==> src/rtl/rf_wb_arbiter.sv <==
// Shares the register-file write port between the pipeline writeback (A) and the
// long-latency unit (B), with a starvation guard for B and a pending-write scoreboard.
module rf_wb_arbiter #(
    parameter int XLEN     = 32,
    parameter int MAX_WAIT = 4
) (
    input  logic            clk,
    input  logic            rst,
    input  logic            a_valid,
    output logic            a_ready,
    input  logic [4:0]      a_rd,
    input  logic [XLEN-1:0] a_data,
    input  logic            b_valid,
    output logic            b_ready,
    input  logic [4:0]      b_rd,
    input  logic [XLEN-1:0] b_data,
    input  logic            iss_valid,
    input  logic [4:0]      iss_rd,
    output logic            rf_we,
    output logic [4:0]      rf_rd,
    output logic [XLEN-1:0] rf_wdata,
    output logic [31:0]     pending,
    output logic            b_starve
);

    localparam int CNT_W = $clog2(MAX_WAIT + 1);
    localparam logic [CNT_W-1:0] WAIT_LAST = CNT_W'(MAX_WAIT - 1);

    typedef enum logic {
        NORMAL,
        FORCE_B
    } state_t;

    state_t            state_q, state_d;
    logic [CNT_W-1:0]  wait_cnt_q, wait_cnt_d;
    logic              rf_we_q, rf_we_d;
    logic [4:0]        rf_rd_q, rf_rd_d;
    logic [XLEN-1:0]   rf_wdata_q, rf_wdata_d;
    logic [31:0]       pending_q, pending_d;
    logic              a_hs, b_hs;

    // Readies depend only on state and a_valid, never on b_valid.
    always_comb begin
        a_ready  = (state_q == NORMAL);
        b_ready  = (state_q == FORCE_B) || !a_valid;
        b_starve = (state_q == FORCE_B);
    end

    assign a_hs = a_valid && a_ready;
    assign b_hs = b_valid && b_ready;

    always_comb begin
        state_d    = state_q;
        wait_cnt_d = wait_cnt_q;
        case (state_q)
            NORMAL: begin
                if (b_valid && !b_ready) begin
                    if (wait_cnt_q == WAIT_LAST) begin
                        state_d = FORCE_B;
                    end else begin
                        wait_cnt_d = wait_cnt_q + 1'b1;
                    end
                end else begin
                    wait_cnt_d = '0;
                end
            end
            FORCE_B: begin
                wait_cnt_d = '0;
                if (b_hs || !b_valid) begin
                    state_d = NORMAL;
                end
            end
        endcase
    end

    always_comb begin
        rf_we_d    = 1'b0;
        rf_rd_d    = rf_rd_q;
        rf_wdata_d = rf_wdata_q;
        if (a_hs) begin
            rf_we_d    = (a_rd != 5'd0);
            rf_rd_d    = a_rd;
            rf_wdata_d = a_data;
        end else if (b_hs) begin
            rf_we_d    = (b_rd != 5'd0);
            rf_rd_d    = b_rd;
            rf_wdata_d = b_data;
        end
    end

    // Clear first so a same-cycle issue to the same register (a new producer) wins.
    always_comb begin
        pending_d = pending_q;
        if (b_hs) begin
            pending_d[b_rd] = 1'b0;
        end
        if (iss_valid && (iss_rd != 5'd0)) begin
            pending_d[iss_rd] = 1'b1;
        end
        pending_d[0] = 1'b0;
    end

    always_ff @(posedge clk or posedge rst) begin
        if (rst) begin
            state_q    <= NORMAL;
            wait_cnt_q <= '0;
            rf_we_q    <= 1'b0;
            rf_rd_q    <= 5'd0;
            rf_wdata_q <= '0;
            pending_q  <= '0;
        end else begin
            state_q    <= state_d;
            wait_cnt_q <= wait_cnt_d;
            rf_we_q    <= rf_we_d;
            rf_rd_q    <= rf_rd_d;
            rf_wdata_q <= rf_wdata_d;
            pending_q  <= pending_d;
        end
    end

    assign rf_we    = rf_we_q;
    assign rf_rd    = rf_rd_q;
    assign rf_wdata = rf_wdata_q;
    assign pending  = pending_q;

endmodule

==> config.mk <==
export PLATFORM = sky130hd
export DESIGN_NAME = rf_wb_arbiter
export DESIGN_NICKNAME = d
export VERILOG_FILES = /design/src/rtl/rf_wb_arbiter.sv
export SDC_FILE = /design/constraint.sdc
export NUM_CORES = 1
export LEC_CHECK = 0
export CORE_MARGIN = 10
export CORE_UTILIZATION = 41
export CTS_BUF_LIST = sky130_fd_sc_hd__clkbuf_16
export DETAILED_ROUTE_END_ITERATION = 10
export PLACE_DENSITY = 0.91
export RECOVER_POWER = 50
export SETUP_SLACK_MARGIN = 0.3
export SYNTH_ARGS = -nofsm -noshare
export SYNTH_HDL_FRONTEND = slang
export SYNTH_SLANG_ARGS = --single-unit
==> constraint.sdc <==
create_clock -name clk -period 2.3 [get_ports clk]
set_input_delay 0.23 -clock clk [delete_from_list [all_inputs] [get_ports clk]]
set_output_delay 0.23 -clock clk [all_outputs]
set_load 0.02 [all_outputs]
* Word level (Yosys, flattened, before mapping)
Cells that the tools add are included.
** Storage, ports and cells
- Bits in registers :: 73
- Bits of input ports :: 84
- Output and inout port bits :: 73
- Logic and storage cells :: 51
** Operators by class
- Add/sub/neg operators :: 1
- Order comparisons :: 4
- Equality and inequality tests :: 2
- Multiplexer cells :: 19
- Bitwise operators :: 4
- Reduce and logical (&&, ||, !) cells :: 15
** Operators with widths (number)
- two-way mux 32 bit :: 4
- AND 32 bit :: 1
- NOT 32 bit :: 1
- OR 32 bit :: 1
- nonzero test 5 bit :: 3
- < comparator 5 x 6 -> 1 bit, second input constant :: 2
- demux 1 bit (select 5 bit) :: 2
- >= comparator 5 x 1 -> 1 bit, second input constant :: 2
- two-way mux 5 bit :: 2
- two-way mux 1 bit :: 7
- logical AND 1 bit :: 6
- two-way mux 3 bit :: 2
- case mux 3 bit (2 select lines) :: 1
- adder 3 x 1 -> 3 bit, second input constant :: 1
- == test 3 x 2 -> 1 bit, second input constant :: 1
- zero test 1 bit :: 3
- != test 3 bit, second input constant :: 1
- logical OR 1 bit :: 2
- case mux 1 bit (2 select lines) :: 1
- nonzero test 2 bit :: 1
- NOT 1 bit :: 1

* Logic depth before layout (Yosys ltp)
- Word-level depth :: 9
- Mapped depth :: 5
- Gate-level depth less buffers :: 5

* Least setup slack after synthesis
OpenSTA, ideal clock, no wires.
- Kind :: flip-flop to output port
- From :: register state_q (netlist: b_starve)
- To :: output port b_ready
- Arrival time :: 1.219 ns
- Data required time :: 2.070 ns
- Path slack :: 0.851 ns
- Stages on the path, launching flop included :: 5
- Buffers on the path :: 2
- Cells stage by stage :: dfrtp_1 > nor2b_1 > buf_6 > clkbuf_1 > inv_1
** On the way
- Word-level cells in the longest chain between the ends :: 1
** Ends and longest elaborated chain
- start: declaration :: RTL line 34 : state_t state_q, state_d;
- start signal: assignment :: RTL line 112 : state_q <= state_d;
- logical OR 1 bit :: RTL line 45 : b_ready = (state_q == FORCE_B) || !a_valid;
- end: declaration :: RTL line 14 : output logic b_ready,
No other way between the ends.

* Worst setup path in the final report
Ends and elaborated chain as after synthesis.

==> summary.md <==
| Metric | Value |
|---|---|
| Outcome | finished clean |
| Post-Synth Adder-Cell Area | 0.00743 |
| Pre-CTS setup slack | 0.436 ns |
| Overall global routing resource usage | 0.178 |
| Logic pwr share | 0.279 |
| PortBufs | 155 |
| WP data arrival | 1.58 ns |
| # setup viols final | 0 |
| FF-to-FF End | pending[14] |
| Register share of total power | 0.377 |
| # rows | 33 |
| Post-synth EDFFs | 0 |
| Cells on Worst Hold Path | 3 |
| Fillers | 646 |
| Remaining global-route overflow | 0 |
| Simple-Gate Fraction of Synth Area | 0.0958 |
| Max FO, Critical Path | 3 |
| Count of cell types in the netlist | 27 |
| Area Growth Syn to Fin | 55.9% |
| R2r startpoint | b_starve |
| Period utilization | 0.787 |
| RSZ-0062 raised after global routing | false |
| Ys async rst share | 1.00 |
| Setup Skew | 0.00439 ns |
| Hold Startpoint | a_data[31] |
| Synth Flop Type | dfrtp_1 |
| Sw frac | 0.293 |
| Post-Syn Area | 3370 um2 |
| Xor and xnor area share after synthesis | 0.00260 |
| CTS tree | done |
| Synth area leader | dfrtp_1 |
| Worst-Skew Late Latency | 0.32 ns |
| Syn Inst Count | 316 |
| DRC Markers | 0 |
| Final slew viol count | 0 |
| Syn avg cell area | 10.7 um2 |
| Crit path kind | reg -> out |
| Hold EP | rf_wdata[31] |
| Main combinational cell family by area after synthesis | compound AO/OA/AOI/OAI gates |
| Wire per inst | 19.6 um |
| 1st-iter DRT viols | 180 |
| Total core area | 8090 um2 |
| Max Cap Viol | 0 |
| PnR worst setup slack | 0.491 ns |
| Worst Setup SP | b_starve |
| First-pass DRT Iterations | 4 |
| Reg clk slew, reported paths | 0.06 ns |
| Worst setup SP type | register |
| Actual slew at the worst max-slew pin | 0.995 ns |
| H-tree depth | 3 |
| DP HPWL | 8.43 mm |
| Slew HR | 0.333 |
| Register area share after synthesis | 0.542 |
| Register Area | 1830 um2 |
| Io pins | 157 |
| Total negative setup slack | 0 ns |
| Synth area leaders | dfrtp_1, mux2i_1, o41ai_1, o21ai_0, nand2_1 |
| Die W | 111 um |
| Worst path required time | 2.07 ns |
| Clk pwr share | 0.345 |
| Vias per cell | 5.44 |
| Largest net degree at the start of global routing | 110 |
| Bufs on Longest Clock Path | 2 |
| Syn_nets | 402 |
| Power per Cell Area | 816 nW/um2 |
| Synth warn | 0 |
| Die area | 12200 um2 |
| Register bit count reported by yosys | 73 |
| Total CTS buffers | 9 |
| Setup slack, reg-to-reg | 0.82 ns |
| Maximum vdd drop | 0.466 mV |
| P_sw | 1.26 mW |
| Vias in the first global route | 3234 |
| CTS-repair resized insts | 0 |
| Leakage power | 2.18 nW |
| Hold-fix buffers at CTS | 0 |
| Hold WC Path Type | in -> reg |
| Post-CTS setup repair buffer count | 0 |
| Area share of the largest cell type after synthesis | 0.542 |
| Initial Util | 0.416 |
| Area occupied by multi-input gates | 1380 um2 |
| Internal power | 3.03 mW |
| Complex-gate fraction of the synthesized area | 0.188 |
| Total wire length | 11.2 mm |
| Die Height | 111 um |
| GP Congestion | 0.929 |
| First-pass GRT wire length | 18.1 mm |
| Diodes inserted | 0 |
| Share of cells above drive strength 1 | 0.0538 |
| Antenna viol nets, final | 0 |
| F_max | 553 MHz |
| Initial antenna violation count | 0 |
| Clock tree root buffer cell | clkbuf_16 |
| Final min period | 1.81 ns |
| CTS sink cnt | 73 |
| Worst reg-to-reg path cell count | 4 |
| Final nets | 546 |
| Crit end category | output port |
| Vias | 3103 |
| Hold Vio Cnt, Final | 0 |
| Mux share of post-synthesis cell area | 0.113 |
-- power groups by stage --
stage / combinational [mW] / clock (mW) / sequential [mW]
after floorplan: 0.318 / 0 / 1.84
after global placement: 1.19 / 0 / 1.62
after detailed placement: 1.21 / 0 / 1.62
after CTS: 1.21 / 1.50 / 1.61
after global routing: 1.28 / 1.56 / 1.63
final: 1.19 / 1.48 / 1.61
-- how the worst max path moves through the flow --
stage,cells past startpoint,to
after detailed placement,4,pending[3]
final,3,b_ready
after floorplan,4,b_ready
after CTS,3,b_ready
after global placement,4,pending[4]
after global routing,3,rf_wdata[25]
-- registers in the layout, indices dropped and copies added (netlist names) --
signal      count
rf_rd           5
rf_wdata       32
pending        31
b_starve        1
wait_cnt_q      3
rf_we           1
-- layout make-up --
| type | count | share of cell area |
|---|---|---|
| multi-input combinational | 213 | 0.262 |
| tap | 105 | 0.0250 |
| clock buffer | 9 | 0.0429 |
| sequential | 73 | 0.348 |
| inverter | 4 | 0.00310 |
| timing repair buffer | 159 | 0.302 |
| clock inverter | 7 | 0.0179 |
-- cell usage in the layout (no fill, tap or decap), types with 2 or more instances in the layout --
master	count
nand3b_1	5
o21ai_0	54
ha_1	2
or2_1	2
or3b_2	3
clkbuf_16	9
o41ai_1	31
bufinv_16	2
nor2_1	5
nand2b_1	5
nand2_1	41
clkbuf_2	2
nand3_1	2
o21ai_1	16
inv_1	3
mux2i_1	38
clkdlybuf4s50_1	153
dfrtp_1	73
-- routing by layer --
| metal | part of all wire | up-vias | routed length [um] | GRT usage |
|---|---|---|---|---|
| met3 | 0.10 | 8 | 1120 | 0.0666 |
| li1 | - | 1442 | - | - |
| met1 | 0.42 | 1480 | 4720 | 0.220 |
| met2 | 0.47 | 173 | 5300 | 0.288 |
| met5 | 0 | - | 0 | 0 |
| met4 | 0.0052 | 0 | 58 | 0.0391 |
-- Yosys cell counts (2+ instances only) --
cell	n
ha_1	2
clkbuf_1	11
nand2_1	41
buf_6	5
nand2b_1	5
nor2_1	5
o21ai_1	16
or3b_2	3
mux2i_1	38
dfrtp_1	73
o21ai_0	54
or2_1	2
nand3_1	2
nand3b_1	5
inv_1	4
o41ai_1	31
buf_4	2
buf_2	8
-- critical path, cell delays in order, from the launching register on --
cell and delay (ns):
dfrtp_1 0.39, nor2b_1 0.24, inv_1 0.06, clkdlybuf4s50_1 0.56
-- cells by family after synthesis --
group | after synthesis
XOR/XNOR | 1
flip-flops | 73
AND/OR/NAND/NOR | 68
AO/OA/AOI/OAI | 103
adder cells (fa/ha/maj) | 2
multiplexers | 38
other | 1
buffers and inverters | 30
-- per-stage QoR --
| stage | hold WS [ns] | cells | power (mW) | cell area (um2) | util |
|---|---|---|---|---|---|
| 2_1_floorplan | 0.347 | 316 | 2.16 | 3370 | - |
| 3_3_place_gp | 0.494 | 554 | 2.81 | 4970 | 0.615 |
| 3_5_place_dp | 0.500 | 554 | 2.83 | 4970 | 0.615 |
| 4_1_cts | 0.334 | 570 | 4.33 | 5290 | 0.654 |
| 5_1_grt | 0.467 | 570 | 4.48 | 5250 | 0.649 |
| 6_report | 0.461 | 570 | 4.29 | 5250 | 0.649 |
No activity file was read; power rests on OpenSTA's default activity.
